`config.mk`:
```
export PLATFORM = sky130hd
export DESIGN_NAME = pec_cluster_sched
export DESIGN_NICKNAME = d
export VERILOG_FILES = /design/src/rtl/pec_package.sv /design/src/rtl/pec_job_fifo.sv /design/src/rtl/pec_cluster_sched.sv
export SDC_FILE = /design/constraint.sdc
export NUM_CORES = 1
export LEC_CHECK = 0
export ABC_AREA = 1
export CAP_MARGIN = 25
export CORE_ASPECT_RATIO = 0.7
export CORE_MARGIN = 2
export CORE_UTILIZATION = 51
export CTS_CLUSTER_DIAMETER = 50
export DETAILED_ROUTE_END_ITERATION = 10
export PLACE_DENSITY = 0.89
export SYNTH_ARGS = -nofsm -noshare
export SYNTH_HDL_FRONTEND = slang
export SYNTH_SLANG_ARGS = --single-unit
```
`constraint.sdc`:
```
create_clock -name clk_i -period 3.1 [get_ports clk_i]
set_input_delay 0.62 -clock clk_i [delete_from_list [all_inputs] [get_ports clk_i]]
set_output_delay 0.62 -clock clk_i [all_outputs]
set_load 0.03 [all_outputs]
```
`src/rtl/pec_package.sv`:
```
// ============================================================================
//  Module      : pec_package
//  Description : Shared types, constants and helpers for the PEC cluster
//                scheduler (FSM state encoding, round-robin pick, popcount).
//  Revision    : 1.0 - initial release
// ============================================================================
`default_nettype none

package pec_package;

  localparam int PERF_CNT_W = 32;
  localparam int PEC_MAX_CH = 8;

  typedef enum logic [1:0] {
    IDLE  = 2'd0,
    ISSUE = 2'd1,
    DRAIN = 2'd2
  } pec_sched_fsm_state_t;

  // Returns {found, index}: first set bit of idle at or after ptr, wrapping at n.
  function automatic logic [3:0] rr_pick(input logic [PEC_MAX_CH-1:0] idle,
                                         input logic [2:0]            ptr,
                                         input int                    n);
    logic [3:0] res;
    int         cand;
    res = 4'd0;
    for (int i = PEC_MAX_CH - 1; i >= 0; i--) begin
      cand = (int'(ptr) + i) % n;
      if (i < n && idle[cand[2:0]]) res = {1'b1, cand[2:0]};
    end
    return res;
  endfunction

  function automatic logic [3:0] popcount8(input logic [7:0] v);
    logic [3:0] cnt;
    cnt = 4'd0;
    for (int i = 0; i < 8; i++) cnt = cnt + {3'b000, v[i]};
    return cnt;
  endfunction

endpackage

`default_nettype wire

```
`src/rtl/pec_job_fifo.sv`:
```
// ============================================================================
//  Module      : pec_job_fifo
//  Description : Power-of-two job descriptor FIFO with synchronous flush.
//  Revision    : 1.0 - initial release
// ============================================================================
`default_nettype none

module pec_job_fifo #(
  parameter int JOB_DEPTH = 4,
  parameter int JOB_W     = 32
) (
  input  logic                       clk_i,
  input  logic                       rst_ni,
  input  logic                       flush_i,
  input  logic                       push_i,
  input  logic [JOB_W-1:0]           data_i,
  input  logic                       pop_i,
  output logic [JOB_W-1:0]           data_o,
  output logic                       full_o,
  output logic                       empty_o,
  output logic [$clog2(JOB_DEPTH):0] level_o
);

  localparam int c_aw = $clog2(JOB_DEPTH);

  logic [JOB_W-1:0] r_mem [JOB_DEPTH];
  logic [c_aw-1:0]  r_wr_ptr;
  logic [c_aw-1:0]  r_rd_ptr;
  logic [c_aw:0]    r_count;
  logic             w_push;
  logic             w_pop;

  assign full_o  = (r_count == (c_aw+1)'(JOB_DEPTH));
  assign empty_o = (r_count == '0);
  // A flush wins over any push or pop in the same cycle.
  assign w_push  = push_i & ~full_o & ~flush_i;
  assign w_pop   = pop_i & ~empty_o & ~flush_i;

  always_ff @(posedge clk_i or negedge rst_ni) begin
    if (!rst_ni) begin
      r_wr_ptr <= '0;
      r_rd_ptr <= '0;
      r_count  <= '0;
    end else if (flush_i) begin
      r_wr_ptr <= '0;
      r_rd_ptr <= '0;
      r_count  <= '0;
    end else begin
      if (w_push) r_wr_ptr <= r_wr_ptr + c_aw'(1);
      if (w_pop)  r_rd_ptr <= r_rd_ptr + c_aw'(1);
      case ({w_push, w_pop})
        2'b10:   r_count <= r_count + (c_aw+1)'(1);
        2'b01:   r_count <= r_count - (c_aw+1)'(1);
        default: r_count <= r_count;
      endcase
    end
  end

  always_ff @(posedge clk_i) begin
    if (w_push) r_mem[r_wr_ptr] <= data_i;
  end

  assign data_o  = r_mem[r_rd_ptr];
  assign level_o = r_count;

endmodule

`default_nettype wire

```
`src/rtl/pec_cluster_sched.sv`:
```
// ============================================================================
//  Module      : pec_cluster_sched
//  Description : Round-robin job dispatcher for NUM_PEC accelerator channels.
//                Optional busy-cycle counters enabled by PEC_SCHED_PERF_EN.
//  Revision    : 1.0 - initial release
// ============================================================================
`default_nettype none

module pec_cluster_sched
  import pec_package::*;
#(
  parameter int NUM_PEC   = 2,
  parameter int JOB_DEPTH = 4,
  parameter int JOB_W     = 32
) (
  input  logic                                 clk_i,
  input  logic                                 rst_ni,
  input  logic                                 enable_i,
  input  logic                                 flush_i,
  input  logic                                 job_valid_i,
  output logic                                 job_ready_o,
  input  logic [JOB_W-1:0]                     job_i,
  output logic [NUM_PEC-1:0]                   pec_start_o,
  output logic [NUM_PEC-1:0][JOB_W-1:0]        pec_job_o,
  input  logic [NUM_PEC-1:0]                   pec_done_i,
  output logic [NUM_PEC-1:0]                   busy_o,
  output logic [$clog2(JOB_DEPTH):0]           q_level_o,
  output logic [15:0]                          jobs_done_o,
  output logic                                 irq_o,
  output logic                                 err_o,
  input  logic                                 clear_err_i,
  output logic [NUM_PEC-1:0][PERF_CNT_W-1:0]   perf_busy_cycles_o
);

  localparam int c_ch_w = (NUM_PEC > 1) ? $clog2(NUM_PEC) : 1;

  pec_sched_fsm_state_t r_state;
  pec_sched_fsm_state_t w_state_nxt;

  logic                          r_alive;
  logic [NUM_PEC-1:0]            r_busy;
  logic [NUM_PEC-1:0]            r_start;
  logic [NUM_PEC-1:0][JOB_W-1:0] r_job;
  logic [15:0]                   r_jobs_done;
  logic                          r_err;
  logic                          r_irq;
  logic                          r_done_pend;
  logic [c_ch_w-1:0]             r_rr_ptr;

  logic                          w_push;
  logic                          w_full;
  logic                          w_empty;
  logic [JOB_W-1:0]              w_head;
  logic                          w_can_issue;
  logic                          w_dispatch;
  logic [PEC_MAX_CH-1:0]         w_idle8;
  logic [PEC_MAX_CH-1:0]         w_done_ok8;
  logic [3:0]                    w_pick;
  logic [c_ch_w-1:0]             w_grant_idx;
  logic [c_ch_w-1:0]             w_ptr_nxt;
  logic [NUM_PEC-1:0]            w_grant_oh;
  logic [NUM_PEC-1:0]            w_done_ok;
  logic [NUM_PEC-1:0]            w_done_bad;
  logic                          w_irq_cond;

  // Ready is held low until the first clock after reset so every output reads 0 in reset.
  assign job_ready_o = r_alive & ~w_full;
  assign w_push      = job_valid_i & job_ready_o;

  pec_job_fifo #(
    .JOB_DEPTH (JOB_DEPTH),
    .JOB_W     (JOB_W)
  ) u_job_fifo (
    .clk_i   (clk_i),
    .rst_ni  (rst_ni),
    .flush_i (flush_i),
    .push_i  (w_push),
    .data_i  (job_i),
    .pop_i   (w_dispatch),
    .data_o  (w_head),
    .full_o  (w_full),
    .empty_o (w_empty),
    .level_o (q_level_o)
  );

  always_comb begin
    w_idle8              = '0;
    w_idle8[NUM_PEC-1:0] = ~r_busy;
  end

  assign w_pick      = rr_pick(w_idle8, 3'(r_rr_ptr), NUM_PEC);
  assign w_grant_idx = c_ch_w'(w_pick[2:0]);
  assign w_grant_oh  = NUM_PEC'(1) << w_grant_idx;
  assign w_ptr_nxt   = (w_grant_idx == c_ch_w'(NUM_PEC - 1)) ? '0 : w_grant_idx + c_ch_w'(1);
  assign w_can_issue = ~w_empty & enable_i & w_pick[3] & ~flush_i;

  // FSM: state register
  always_ff @(posedge clk_i or negedge rst_ni) begin
    if (!rst_ni) r_state <= IDLE;
    else         r_state <= w_state_nxt;
  end

  // FSM: next-state logic
  always_comb begin
    w_state_nxt = r_state;
    case (r_state)
      IDLE: begin
        if (flush_i)          w_state_nxt = DRAIN;
        else if (w_can_issue) w_state_nxt = ISSUE;
      end
      ISSUE:   w_state_nxt = flush_i ? DRAIN : IDLE;
      DRAIN: begin
        if (!flush_i && (r_busy == '0)) w_state_nxt = IDLE;
      end
      default: w_state_nxt = IDLE;
    endcase
  end

  // FSM: outputs; the pop and channel load happen on the edge into ISSUE
  always_comb begin
    w_dispatch = 1'b0;
    case (r_state)
      IDLE:    w_dispatch = w_can_issue;
      default: w_dispatch = 1'b0;
    endcase
  end

  assign w_done_ok  = pec_done_i & r_busy;
  assign w_done_bad = pec_done_i & ~r_busy;

  always_comb begin
    w_done_ok8              = '0;
    w_done_ok8[NUM_PEC-1:0] = w_done_ok;
  end

  assign w_irq_cond = w_empty & (r_busy == '0) & r_done_pend;

  always_ff @(posedge clk_i or negedge rst_ni) begin
    if (!rst_ni) begin
      r_alive     <= 1'b0;
      r_busy      <= '0;
      r_start     <= '0;
      r_job       <= '0;
      r_jobs_done <= '0;
      r_err       <= 1'b0;
      r_irq       <= 1'b0;
      r_done_pend <= 1'b0;
      r_rr_ptr    <= '0;
    end else begin
      r_alive     <= 1'b1;
      r_start     <= w_dispatch ? w_grant_oh : '0;
      r_busy      <= (r_busy & ~w_done_ok) | (w_dispatch ? w_grant_oh : '0);
      r_jobs_done <= r_jobs_done + 16'(popcount8(w_done_ok8));
      if (w_dispatch) begin
        r_job[w_grant_idx] <= w_head;
        r_rr_ptr           <= w_ptr_nxt;
      end
      if (|w_done_bad)      r_err <= 1'b1;
      else if (clear_err_i) r_err <= 1'b0;
      r_irq <= w_irq_cond;
      if (w_irq_cond)       r_done_pend <= 1'b0;
      else if (|w_done_ok)  r_done_pend <= 1'b1;
    end
  end

  assign pec_start_o = r_start;
  assign pec_job_o   = r_job;
  assign busy_o      = r_busy;
  assign jobs_done_o = r_jobs_done;
  assign irq_o       = r_irq;
  assign err_o       = r_err;

`ifdef PEC_SCHED_PERF_EN
  for (genvar g = 0; g < NUM_PEC; g++) begin : g_perf
    logic [PERF_CNT_W-1:0] r_cnt;
    always_ff @(posedge clk_i or negedge rst_ni) begin
      if (!rst_ni)                       r_cnt <= '0;
      else if (r_busy[g] && (r_cnt != '1)) r_cnt <= r_cnt + PERF_CNT_W'(1);
    end
    assign perf_busy_cycles_o[g] = r_cnt;
  end
`else
  assign perf_busy_cycles_o = '0;
`endif

endmodule

`default_nettype wire

```
Word-level counts from Yosys, hierarchy flattened

Memory sizes are Yosys's and may differ from the RTL's.
Cells that the tools add are included.

$add $sub $neg: 8
Magnitude comparators: 4
Equality and inequality tests: 7
Shift operators: 1
Mux-type cells: 29
Bitwise operators: 21
Reduce and logical (&&, ||, !) cells: 14

Operators with widths:

| kind                  | number |
|---|---|
| $bwmux W64            | 1 |
| $demux W32 S1         | 1 |
| $mux W32              | 1 |
| $mux W2               | 9 |
| $add A16 B2 Y16       | 1 |
| $and A1 B1 Y1         | 11 |
| $mux W1               | 11 |
| $mux W4               | 2 |
| $reduce_bool A2 Y1    | 4 |
| $and A2 B2 Y2         | 3 |
| $pmux W2 S3           | 1 |
| $pmux W3 S2           | 1 |
| $add A2 B1 Y2 const B | 2 |
| $eq A2 B1 Y1 const B  | 2 |
| $eq A2 B2 Y1 const B  | 2 |
| $logic_not A2 Y1      | 2 |
| $lt A1 B4 Y1 const B  | 1 |
| $lt A3 B4 Y1 const B  | 1 |
| $not A2 Y2            | 2 |
| $reduce_or A2 Y1      | 2 |
| $add A3 B1 Y3 const B | 1 |
| $eq A3 B3 Y1 const B  | 1 |
| $logic_not A3 Y1      | 1 |
| $mux W3               | 1 |
| other kinds (16)      | 20 |

Register bits: 98
RAM bits: 128
Input port bits: 40
Output and inout port bits: 154
Logic and storage cells: 99
Memories kept: 1

Memories:

| name             | depth | bits a word | read ports | clocked after memory_dff | write ports | line               | text |
|---|---|---|---|---|---|---|---|
| u_job_fifo.r_mem | 4     | 32          | 1          | 0                        | 1           | pec_job_fifo.sv:26 | `logic [JOB_W-1:0] r_mem [JOB_DEPTH];` |

Longest topological paths before layout

Gate-level depths: netlist of the first run.

Word-level depth: 14
Gate-level depth with buffers: 13
Depth with buffers taken out: 13

Hierarchy

From an unflattened synthesis of the first run, not the netlist that was laid out.

Cell total of the unflattened synthesis: 855
Area total of the unflattened synthesis: 9495.4 um^2

By module, submodules not included:

| module            | instances | cells each | area each (um^2) | seq. area each (um^2) |
|---|---|---|---|---|
| pec_job_fifo      | 1         | 375        | 5240.0           | 4018.9 |
| pec_cluster_sched | 1         | 480        | 4255.3           | 2277.2 |

Worst setup path before layout of the first run

OpenSTA, ideal clock, no wires.

Path kind: flip-flop to flip-flop
Start: register u_job_fifo.r_count[0], in the netlist u_job_fifo.level_o[0]
End: memory u_job_fifo.r_mem[0][0] (enable)
Setup time: 0.421 ns
Data arrival time: 2.377 ns
Required time: 2.679 ns
Slack: 0.301 ns
Cell stages (with the launch flop): 5
Buffers on the path: 0
Clock period less this slack: 2.799 ns
Cells stage by stage: dfrtp_1 > nor2_1 > nand2_1 > nand4_1 > nor2_1

Word-level cells in the longest chain between the ends: 8

RTL lines:

| element                         | line                                        | text |
|---|---|---|
| from (decl)                     | pec_job_fifo.sv:29                          | `logic [c_aw:0] r_count;` |
| from (signal assigned)          | pec_job_fifo.sv:52                          | `2'b10: r_count <= r_count + (c_aw+1)'(1);` |
| from (signal assigned)          | pec_job_fifo.sv:53                          | `2'b01: r_count <= r_count - (c_aw+1)'(1);` |
| from (signal assigned)          | pec_job_fifo.sv:54                          | `default: r_count <= r_count;` |
| $eq A3 B3 Y1 *                  | pec_job_fifo.sv:33                          | `assign full_o = (r_count == (c_aw+1)'(JOB_DEPTH));` |
| $not A1 Y1 *                    | pec_job_fifo.sv:36, pec_cluster_sched.sv:67 |  |
| $and A1 B1 Y1                   | pec_cluster_sched.sv:67                     | `assign job_ready_o = r_alive & ~w_full;` |
| $and A1 B1 Y1                   | pec_cluster_sched.sv:68                     | `assign w_push = job_valid_i & job_ready_o;` |
| $and A1 B1 Y1 * (2 in a row)    | pec_job_fifo.sv:36                          | `assign w_push = push_i & ~full_o & ~flush_i;` |
| $mux W1 *                       | pec_job_fifo.sv:60                          | `if (w_push) r_mem[r_wr_ptr] <= data_i;` |
| $mux W1 (not written as such) * | pec_job_fifo.sv:60                          |  |
| to (decl)                       | pec_job_fifo.sv:26                          |  |

Every way passes the cells marked *; elsewhere a longest branch is shown, timed or not.

Worst setup path after layout of the first run

Start: register u_job_fifo.r_count[0], in the netlist u_job_fifo.level_o[0]
End: output job_ready_o

Word-level cells in the longest chain between the ends: 3

RTL lines:

| element       | line                    | text |
|---|---|---|
| $eq A3 B3 Y1  | pec_job_fifo.sv:33      |  |
| $not A1 Y1    | pec_cluster_sched.sv:67 |  |
| $and A1 B1 Y1 | pec_cluster_sched.sv:67 |  |
| to (decl)     | pec_cluster_sched.sv:21 | `output logic job_ready_o,` |

Every way passes these cells.

==> implementation parameters, run 1 <==
Parameter                              Value

Run status
  Run status ... complete, no violations

Die
  Initial Utilization ... 51.67%
  Height of the die ... 116.7 um
  DIE AREA ... 19250 um2
  Die span in x ... 165.0 um
  Cell row count ... 41
  Core footprint ... 17900 um2
  Ports placed on the boundary ... 194

Worst setup path
  Sequence of cells on the critical path ... nor2_1, a21boi_0, clkdlybuf4s50_1
  Worst setup path class ... reg2out
  Data arrival at the endpoint of the critical path ... 1.97 ns
  Highest-delay cell along the critical path ... sky130_fd_sc_hd__clkdlybuf4s50_1
  Data required, critical path ... 2.48 ns
  CP peak stage delay ... 0.71 ns
  Element type at the critical path end ... primary output
  Element type at the critical path start ... register
  Crit-path max FO ... 5

Finish
  Antenna diode count ... 0
  Final net count ... 1002
  Core occupancy in the finished layout ... 63.44%
  Fill count ... 1324
  Commonest non-fill, non-tap cells in the layout ... sky130_fd_sc_hd__nand2_1, sky130_fd_sc_hd__clkdlybuf4s50_1, sky130_fd_sc_hd__edfxtp_1
  Area growth, synth to finish ... 22.76%
  Cell Count, Final, Fillers Out ... 1207
  Most common cell after layout, fill and taps aside ... sky130_fd_sc_hd__nand2_1
  Fraction of layout cells with a size suffix above 1 ... 6.900%

Logic synthesis
  Summed instance area of the synthesized netlist ... 9251 um2
  Post-synthesis average cell area ... 11.30 um2
  Register area share after synthesis ... 68.06%
  Count of cell types in the netlist ... 29
  Xor-xnor portion of the synthesized cell area ... 1.325%
  Number of warning messages in the yosys log ... 0
  Synthesis-stage register bit count ... 226
  Share of synthesized cell area in full adder, half adder and majority cells ... 1.109%
  Proportion of synthesized area in mux cells ... 0%
  Simple-Gate Fraction of Synth Area ... 12.71%
  Gate count after technology mapping ... 819
  Compound-gate portion of the synthesized area ... 8.412%
  Dominant combinational cell family by area after synthesis ... simple AND/OR/NAND/NOR gates

Timing
  Maximum clock frequency ... 385.5 MHz
  Worst Hold Slack ... 0.1838 ns
  Clock skew after layout ... 0.007962 ns
  Fin Setup TNS ... 0 ns
  Total of endpoints with negative setup slack in the final report ... 0
  Relative max-transition margin ... 51.35%
  Transition time at the pin with the least slew margin ... 0.7287 ns
  Fin crit period ... 2.594 ns
  RSZ-0062 raised after global routing ... false
  Count of final max-slew check failures ... 0
  Final critical-path share of the clock period ... 83.67%
  Hold Vio Cnt, Final ... 0

Detailed routing
  Antenna Violating Nets Remaining ... 0
  DRT iter0 DRCs ... 608
  DRT Wirelength ... 20340 um
  Average wire length per cell after detail routing ... 16.85 um
  First-pass detailed-route iteration total ... 5
  Via density ... 5.162
  DRC violation count after routing ... 0
  Via Count ... 6230

Placed design
  Number of port buffers ... 129
  Instance count after placement with tap cells included ... 1167
  Detail Placement HPWL ... 13000 um
  Routability Congestion ... 0.7905

Worst hold path
  Path class of the lowest-slack min-delay path ... in2async

Clocking
  Clk Tree Root Cell ... sky130_fd_sc_hd__clkbuf_16
  H-tree levels ... 1
  Inserted Clock Buffers ... 22
  Clock slew at reported path FFs ... 0.06 ns
  Number of sinks on the clock net ... 226
  CTS tree ... done
  Number of buffers between clock root and the deepest sink ... 3
  Resize count post-CTS ... 0
  Worst skew pair latency ... 0.50 ns
  Number of setup buffers added after CTS ... 0
  CTS Hold Buffers Added ... 0

Job
  Max-cap check violation count ... 0

Global route
  Number of antenna violations at the first check in global routing ... 1
  Largest net degree at the start of global routing ... 66
  Total congestion overflow after global routing ... 0
  Combined global-route utilization of all metal layers ... 21.38%
  Global-route wire length before repair ... 31310 um
  Vias in the first global route ... 5997

Power
  Leakage ... 4.738 nW
  Maximum vdd ir drop ... 0.0004836 V
  PD cells ... 887.3 nW/um2
cell type report:
| cell class | count | area (um2) | share of cell area, % |
|---|---|---|---|
| clock buffers | 28 | 604.3 | 5.321 |
| clock inverters | 12 | 130.1 | 1.146 |
| inverters | 32 | 120.1 | 1.058 |
| multi-input cells | 525 | 2454 | 21.60 |
| flip-flops and latches | 226 | 6297 | 55.45 |
| well taps | 236 | 295.3 | 2.600 |
| repair buffers | 148 | 1456 | 12.82 |
worst paths after layout:
path | slack, ns | cells after the start | to | startpoint
min in group clk_i | 0.47 | 2 | pec_job_o[30] | pec_job_o[30]
worst max-delay path | 0.51 | 3 | job_ready_o | u_job_fifo.level_o[0]
worst max register to register | 0.90 | 9 | jobs_done_o[10] | busy_o[0]
max in group asynchronous | 2.21 | 2 | u_job_fifo.r_rd_ptr[0] | rst_ni
worst min-delay path | 0.18 | 1 | pec_job_o[28] | rst_ni
worst min register to register | 0.47 | 2 | pec_job_o[30] | pec_job_o[30]
power by group:
part           leakage (nW)  switching (W)  internal [W]  total, W
Clock                 0.364        0.00106       0.00162   0.00268
Sequential             2.42       0.000321       0.00370   0.00402
Combinational          1.96        0.00220       0.00117   0.00338
Total                  4.74        0.00358       0.00649    0.0101
sequential cells by signal (all words and copies together) (netlist names), 2 cells and up:
name                 count
busy_o                   2
jobs_done_o             16
pec_job_o               64
pec_start_o              2
r_state                  2
u_job_fifo.level_o       3
u_job_fifo.r_mem       128
u_job_fifo.r_rd_ptr      2
u_job_fifo.r_wr_ptr      2
cell usage after synthesis, drive strengths merged:
cell	n	share of area, %
nand2	194	7.9
nor3	3	0.16
buf	80	6.2
dfrtp	98	27
a21boi	1	0.081
a31oi	1	0.068
nor4	1	0.068
nand4	5	0.34
inv	32	1.3
o211ai	2	0.16
ha	5	0.68
nand3b	1	0.22
fa	2	0.43
conb	2	0.081
xor2	7	0.66
edfxtp	128	42
o22ai	33	2.2
nand3	9	0.49
o21ai	103	5.6
nor2	82	3.6
a21oi	4	0.30
xnor2	7	0.66
clkbuf	19	0.77
worst max-delay path, delay by kind of cell, from the launching register on:
family,cells,cell delay [ns]
buf+inv,1,0.71
simple gates,1,0.10
flops,1,0.46
compound gates,1,0.21
through the flow:
| stage | total power, W | setup WS (ns) | cell area (um2) |
|---|---|---|---|
| 2_1_floorplan | 0.006097 | 0.3005 | 9488 |
| 3_3_place_gp | 0.007346 | 0.3704 | 10620 |
| 3_5_place_dp | 0.007458 | 0.2408 | 10620 |
| 4_1_cts | 0.01015 | 0.4672 | 11360 |
| 5_1_grt | 0.01059 | 0.4245 | 11360 |
| 6_report | 0.01008 | 0.5061 | 11360 |
cell families (layout without fill, tap and decap cells):
kind of cell / after synthesis / count (layout)
adder cells (fa/ha/maj): 7 / 7
other: 2 / 65
XOR/XNOR: 14 / 14
buffers and inverters: 131 / 220
AND/OR/NAND/NOR: 295 / 295
flip-flops: 226 / 226
AO/OA/AOI/OAI: 144 / 144
layer usage:
metal	share of wire, %	GRT usage (%)	wire length, um	up-vias
met1	43	28.86	8786	3043
li1	-	-	-	2918
met5	0.064	0	13	-
met3	7.2	4.723	1460	41
met2	47	35.42	9617	226
met4	2.3	6.087	461	2
No activity file was read; power rests on OpenSTA's default activity.
==> run 2, diff against run 1 <==
--- a/config.mk
+++ b/config.mk
@@ -9,10 +9,10 @@
 export CAP_MARGIN = 25
 export CORE_ASPECT_RATIO = 0.7
 export CORE_MARGIN = 2
-export CORE_UTILIZATION = 51
+export CORE_UTILIZATION = 46
 export CTS_CLUSTER_DIAMETER = 50
 export DETAILED_ROUTE_END_ITERATION = 10
-export PLACE_DENSITY = 0.89
+export PLACE_DENSITY = 0.85
 export SYNTH_ARGS = -nofsm -noshare
 export SYNTH_HDL_FRONTEND = slang
 export SYNTH_SLANG_ARGS = --single-unit
==> constraint.sdc (replaced) <==
create_clock -name clk_i -period 2.24 [get_ports clk_i]
set_input_delay 0.448 -clock clk_i [delete_from_list [all_inputs] [get_ports clk_i]]
set_output_delay 0.448 -clock clk_i [all_outputs]
set_load 0.03 [all_outputs]
==> run 2 against run 1 <==
  * Combinational power rose by 43%
  * Utilization decreased by 3.8 points
  * Register-to-register slack got worse by 0.74 ns
  * Worst setup slack worse by 0.40 ns
  * Largest cell class unchanged
  * Clock power up 54%
==> implementation parameters, run 2 (synthesis results as in run 1) <==
Parameter                              Value

Run status
  Run status ... complete, no violations (unchanged)

Placed design
  Routability Congestion ... 0.7774 (was 0.7905)
  Minimum setup slack after placement ... -0.3258 ns (was 0.2408 ns)
  Instance count after placement with tap cells included ... 1224 (was 1167)
  Detail Placement HPWL ... 14150 um (was 13000 um)
  Number of port buffers ... 129 (unchanged)

Global route
  Vias in the first global route ... 6286 (was 5997)
  Met3 usage in global routing ... 4.430% (was 4.723%)
  Global-route wire length before repair ... 33140 um (was 31310 um)
  Met1 track demand over resource ... 26.83% (was 28.86%)
  Number of antenna violations at the first check in global routing ... 0 (was 1)
  Global-route layer with the greatest usage ... met2 (unchanged)
  Combined global-route utilization of all metal layers ... 19.96% (was 21.38%)
  Largest net degree at the start of global routing ... 66 (unchanged)
  Total congestion overflow after global routing ... 0 (unchanged)
  Met2 Track Usage GR ... 33.18% (was 35.42%)

Die
  Ports placed on the boundary ... 194 (unchanged)
  Core footprint ... 19750 um2 (was 17900 um2)
  Initial Utilization ... 46.85% (was 51.67%)
  Height of the die ... 122.7 um (was 116.7 um)
  DIE AREA ... 21280 um2 (was 19250 um2)
  Cell row count ... 43 (was 41)
  Die span in x ... 173.5 um (was 165.0 um)

Job
  Max-cap check violation count ... 0 (unchanged)

Worst setup path
  CP peak stage delay ... 0.72 ns (was 0.71 ns)
  Count of buffering cells on the critical path with inverters included ... 1 (unchanged)
  Crit-path max FO ... 5 (unchanged)
  Sequence of cells on the critical path ... clkdlybuf4s50_1 (was nor2_1, a21boi_0, clkdlybuf4s50_1)
  Data arrival at the endpoint of the critical path ... 1.69 ns (was 1.97 ns)
  Cell family with most CP delay ... buffers and inverters (unchanged)
  Setup slack of the most critical reg-to-reg path ... 0.16 ns (was 0.90 ns)
  Data required, critical path ... 1.79 ns (was 2.48 ns)
  Worst setup path class ... reg2out (unchanged)
  Element type at the critical path end ... primary output (unchanged)
  Highest-delay cell along the critical path ... sky130_fd_sc_hd__clkdlybuf4s50_1 (unchanged)
  Element type at the critical path start ... register (unchanged)

Finish
  Most common cell after layout, fill and taps aside ... sky130_fd_sc_hd__nand2_1 (unchanged)
  Cell Count, Final, Fillers Out ... 1267 (was 1207)
  Largest register FFs ... 128 (unchanged)
  Antenna diode count ... 0 (unchanged)
  Final net count ... 1027 (was 1002)
  Area growth, synth to finish ... 27.21% (was 22.76%)
  Commonest non-fill, non-tap cells in the layout ... sky130_fd_sc_hd__nand2_1, sky130_fd_sc_hd__edfxtp_1, sky130_fd_sc_hd__clkdlybuf4s50_1 (was sky130_fd_sc_hd__nand2_1, sky130_fd_sc_hd__clkdlybuf4s50_1, sky130_fd_sc_hd__edfxtp_1)
  Biggest register ... u_job_fifo.r_mem (unchanged)
  Fraction of layout cells with a size suffix above 1 ... 9.829% (was 6.900%)

Detailed routing
  Via Count ... 6385 (was 6230)
  First-pass detailed-route iteration total ... 4 (was 5)
  Antenna Violating Nets Remaining ... 0 (unchanged)
  Via density ... 5.039 (was 5.162)
  DRT iter0 DRCs ... 533 (was 608)
  DRT Wirelength ... 21390 um (was 20340 um)
  Average wire length per cell after detail routing ... 16.88 um (was 16.85 um)
  DRC violation count after routing ... 0 (unchanged)

Timing
  Hold Vio Cnt, Final ... 0 (unchanged)
  Count of final max-slew check failures ... 0 (unchanged)
  Maximum clock frequency ... 467.8 MHz
  Final critical-path share of the clock period ... 95.44%
  RSZ-0062 raised after global routing ... false (unchanged)
  Min setup slack post-route ... 0.1022 ns (was 0.5061 ns)
  Worst Hold Slack ... 0.4290 ns (was 0.1838 ns)
  Total of endpoints with negative setup slack in the final report ... 0 (unchanged)
  Relative max-transition margin ... 56.99% (was 51.35%)
  Clock skew after layout ... 0.02894 ns (was 0.007962 ns)
  Transition time at the pin with the least slew margin ... 0.6452 ns (was 0.7287 ns)
  Fin Setup TNS ... 0 ns (unchanged)
  Fin crit period ... 2.138 ns

Worst hold path
  Path class of the lowest-slack min-delay path ... in2async (unchanged)

Clocking
  Worst skew pair latency ... 0.53 ns (was 0.50 ns)
  Clk Tree Root Cell ... sky130_fd_sc_hd__clkbuf_16 (unchanged)
  Number of buffers between clock root and the deepest sink ... 3 (unchanged)
  Number of setup buffers added after CTS ... 0 (unchanged)
  CTS tree ... done (unchanged)
  Number of sinks on the clock net ... 226 (unchanged)
  H-tree levels ... 1 (unchanged)
  Inserted Clock Buffers ... 23 (was 22)
  Clock slew at reported path FFs ... 0.06 ns (about the same)

Power
  Total power ... 0.01449 W (was 0.01008 W)
  PD cells ... 1232 nW/um2 (was 887.3 nW/um2)
  Leakage ... 4.914 nW (was 4.738 nW)
  Maximum vdd ir drop ... 0.0007687 V (was 0.0004836 V)
[run 2: cell count changes in the layout (fill, tap and decap cells not counted), moves of 2 or more]
cell	before	now
sky130_fd_sc_hd__buf_12	2	9
sky130_fd_sc_hd__buf_4	18	34
sky130_fd_sc_hd__clkbuf_8	1	3
sky130_fd_sc_hd__clkinv_1	4	0
sky130_fd_sc_hd__clkinv_2	5	2
sky130_fd_sc_hd__clkinv_4	0	2
sky130_fd_sc_hd__clkinvlp_4	0	2
[run 2: layout make-up]
class	count	area, um2
clock buffer	30	631.9
tap	270	337.8
sequential	226	6299
fill	1561	7976
clock inverter	12	198.9
inverter	32	120.1
timing repair buffer	172	1725
multi-input combinational	525	2456
[run 2: where the power goes]
part	total, W	leakage [nW]	switching, W	internal, W
logic	0.00482	2.10	0.00311	0.00171
clock network	0.00413	0.399	0.00164	0.00249
registers	0.00554	2.42	0.000422	0.00512
[run 2: worst paths after layout]
kind | to | cells after the start | start
max | q_level_o[0] | 1 | u_job_fifo.level_o[0]
min | jobs_done_o[12] | 2 | rst_ni
max reg2reg | jobs_done_o[12] | 9 | busy_o[0]
min reg2reg | pec_job_o[8] | 2 | pec_job_o[8]
max in group asynchronous | busy_o[0] | 3 | rst_ni
min in group clk_i | pec_job_o[8] | 2 | pec_job_o[8]
[run 2: per-layer routing]
layer  wire [um]  up-vias
met5           0        -
met4         416        0
met3        1645       35
met2       10070      290
met1        9258     3093
li1            -     2967
[run 2: stage by stage]
stage,area (um2),utilization [%]
global placement,10930,55.34
floorplan,9499,-
CTS,11770,59.59
detailed placement,10930,55.34
global route,11770,59.60
finish,11770,59.60
[run 2: repair_timing]
action / in CTS / in global routing
setup endpoints to repair: 1 / 1
hold buffers: 1 / 0
resized for setup: 1 / 1
endpoints found under the hold margin: 29 / 0
==> run 3, diff against run 2 <==
--- a/config.mk
+++ b/config.mk
@@ -12,7 +12,8 @@
 export CORE_UTILIZATION = 46
 export CTS_CLUSTER_DIAMETER = 50
 export DETAILED_ROUTE_END_ITERATION = 10
-export PLACE_DENSITY = 0.85
+export HOLD_SLACK_MARGIN = 0.12
+export PLACE_DENSITY = 0.74
 export SYNTH_ARGS = -nofsm -noshare
 export SYNTH_HDL_FRONTEND = slang
 export SYNTH_SLANG_ARGS = --single-unit
==> run 3 against run 2 <==
  * Count of clock-buffer cells in the layout fell by 1
  * Design area decreased by 1.4%
  * Global-route usage down 0.58 points
  * Die area unchanged
  * Power down 5.3%
  * Utilization decreased by 0.84 points
  * Critical path depth did not move
  * Hold slack better by 0.026 ns
  * Cell count decreased by 0.24%
  * Critical path type unchanged
  * Largest power group unchanged
==> implementation parameters, run 3 (synthesis results as in run 1) <==
Parameter                              Value

Run status
  Run status ... complete, no violations (unchanged)

Placed design
  Number of port buffers ... 129 (unchanged)
  Routability Congestion ... 0.7838 (was 0.7774)
  Detail Placement HPWL ... 13650 um (was 14150 um)
  Placed cell areas ... 10940 um2 (was 10930 um2)

Clocking
  CTS tree ... done (unchanged)
  Number of sinks on the clock net ... 226 (unchanged)
  Worst skew pair latency ... 0.50 ns (was 0.53 ns)
  Number of buffers between clock root and the deepest sink ... 3 (unchanged)
  Clock slew at reported path FFs ... 0.06 ns (about the same)
  Inserted Clock Buffers ... 22 (was 23)
  H-tree levels ... 1 (unchanged)
  Clk Tree Root Cell ... sky130_fd_sc_hd__clkbuf_16 (unchanged)

Detailed routing
  Average wire length per cell after detail routing ... 16.42 um (was 16.88 um)
  DRC violation count after routing ... 0 (unchanged)
  First-pass detailed-route iteration total ... 5 (was 4)
  Via Count ... 6309 (was 6385)
  DRT iter0 DRCs ... 425 (was 533)
  DRT Wirelength ... 20750 um (was 21390 um)
  Via density ... 4.991 (was 5.039)
  Antenna Violating Nets Remaining ... 0 (unchanged)

Worst setup path
  Capturing element of the worst setup path ... q_level_o[2] (was q_level_o[0])
  Register-to-Register Path Depth ... 13 (was 9)
  CP Depth ... 1 (unchanged)
  Element type at the critical path end ... primary output (unchanged)
  Count of buffering cells on the critical path with inverters included ... 1 (unchanged)
  Setup slack of the most critical reg-to-reg path ... 0.15 ns (was 0.16 ns)
  Highest-delay cell along the critical path ... sky130_fd_sc_hd__clkdlybuf4s50_1 (unchanged)
  Critical R2R Capture ... u_job_fifo.level_o[2] (was jobs_done_o[12])
  Crit path launch ... u_job_fifo.level_o[2] (was u_job_fifo.level_o[0])
  Data required, critical path ... 1.79 ns (about the same)
  Cell family with most CP delay ... buffers and inverters (unchanged)
  Sequence of cells on the critical path ... clkdlybuf4s50_1 (unchanged)
  Element type at the critical path start ... register (unchanged)
  Worst setup path class ... reg2out (unchanged)
  Crit-path max FO ... 6 (was 5)
  Startpoint of the worst-slack reg-to-reg timing path ... u_job_fifo.level_o[1] (was busy_o[0])
  Data arrival at the endpoint of the critical path ... 1.67 ns (was 1.69 ns)
  CP peak stage delay ... 0.71 ns (was 0.72 ns)

Global route
  Met3 usage in global routing ... 4.306% (was 4.430%)
  Global-route wire length before repair ... 32240 um (was 33140 um)
  Combined global-route utilization of all metal layers ... 19.38% (was 19.96%)
  Global-route layer with the greatest usage ... met2 (unchanged)
  Largest net degree at the start of global routing ... 50 (was 66)
  Number of antenna violations at the first check in global routing ... 1 (was 0)
  Vias in the first global route ... 5957 (was 6286)
  Total congestion overflow after global routing ... 0 (unchanged)
  Met1 track demand over resource ... 28.14% (was 26.83%)
  Met2 Track Usage GR ... 30.25% (was 33.18%)

Timing
  Hold Vio Cnt, Final ... 0 (unchanged)
  RSZ-0062 raised after global routing ... false (unchanged)
  Count of final max-slew check failures ... 0 (unchanged)
  Fin Setup TNS ... 0 ns (unchanged)
  Clock skew after layout ... 0.01159 ns (was 0.02894 ns)
  Fin crit period ... 2.116 ns (was 2.138 ns)
  Maximum clock frequency ... 472.6 MHz (was 467.8 MHz)
  Total of endpoints with negative setup slack in the final report ... 0 (unchanged)
  Transition time at the pin with the least slew margin ... 0.5018 ns (was 0.6452 ns)
  Final critical-path share of the clock period ... 94.47% (was 95.44%)
  Relative max-transition margin ... 66.55% (was 56.99%)

Die
  Height of the die ... 122.7 um (unchanged)
  Die span in x ... 173.5 um (unchanged)
  DIE AREA ... 21280 um2 (unchanged)
  Initial Utilization ... 46.85% (unchanged)
  Cell row count ... 43 (unchanged)
  Core footprint ... 19750 um2 (unchanged)
  Ports placed on the boundary ... 194 (unchanged)

Power
  PD cells ... 1183 nW/um2 (was 1232 nW/um2)
  Maximum vdd ir drop ... 0.0007196 V (was 0.0007687 V)
  Leakage ... 4.840 nW (was 4.914 nW)

Finish
  Biggest register ... u_job_fifo.r_mem (unchanged)
  Commonest non-fill, non-tap cells in the layout ... sky130_fd_sc_hd__nand2_1, sky130_fd_sc_hd__edfxtp_1, sky130_fd_sc_hd__clkdlybuf4s50_1 (unchanged)
  Fill count ... 1616 (was 1561)
  Area growth, synth to finish ... 25.41% (was 27.21%)
  Most common cell after layout, fill and taps aside ... sky130_fd_sc_hd__nand2_1 (unchanged)
  Fraction of layout cells with a size suffix above 1 ... 8.963% (was 9.829%)
  Final non-filler cell area ... 11600 um2 (was 11770 um2)
  Largest register FFs ... 128 (unchanged)
  Final net count ... 1024 (was 1027)

Worst hold path
  Path class of the lowest-slack min-delay path ... in2async (unchanged)

Job
  Max-cap check violation count ... 0 (unchanged)
==> run 3: worst min path at each step <==
stage                                  endpoint  slack [ns]  cells after the start
final                     u_job_fifo.level_o[1]        0.46                      2
after global routing      u_job_fifo.level_o[2]        0.49                      2
after CTS                             busy_o[0]        0.46                      2
after detailed placement              busy_o[0]        0.44                      1
after global placement                busy_o[0]        0.44                      1
after floorplan                       busy_o[0]        0.15                      0
==> run 3: area by class of cell <==
class                      instances  area (um2)  area share, %
sequential                       226        6299          54.29
multi-input combinational        525        2454          21.15
timing repair buffer             170        1735          14.96
clock buffer                      29       586.8          5.058
tap                              270       337.8          2.912
inverter                          32       120.1          1.035
clock inverter                    11       67.56         0.5823
antenna                            1       2.502        0.02157
==> run 3: report_power, final <==
| part | internal [W] | switching (W) |
|---|---|---|
| logic | 0.00174 | 0.00306 |
| registers | 0.00512 | 0.000444 |
| clock network | 0.00186 | 0.00151 |
| total | 0.00871 | 0.00502 |
==> run 3: per-layer routing <==
metal | up-vias | share of wire (%)
met5 | - | 0
met4 | 0 | 1.6
met3 | 29 | 8.6
met2 | 300 | 44
met1 | 3015 | 46
li1 | 2965 | -
==> run 3: what timing repair did <==
item	in CTS	in global routing
setup endpoints to repair	1	0
buffers inserted	0	0
hold endpoints to repair	29	0
gates resized for setup	1	0
hold buffers	1	0
==> run 3: through the flow <==
stage / setup slack (ns) / hold slack [ns] / power, W / instances / util [%]
final: 0.1238 / 0.4550 / 0.01373 / 1264 / 58.76
after global routing: 0.01119 / 0.4907 / 0.01440 / 1263 / 58.75
after CTS: 0.09721 / 0.4640 / 0.01382 / 1263 / 58.75
after detailed placement: -0.3482 / 0.4433 / 0.01044 / 1222 / 55.39
after global placement: -0.3014 / 0.4448 / 0.01034 / 1222 / 55.39
after floorplan: -0.1145 / 0.1524 / 0.008440 / 882 / -
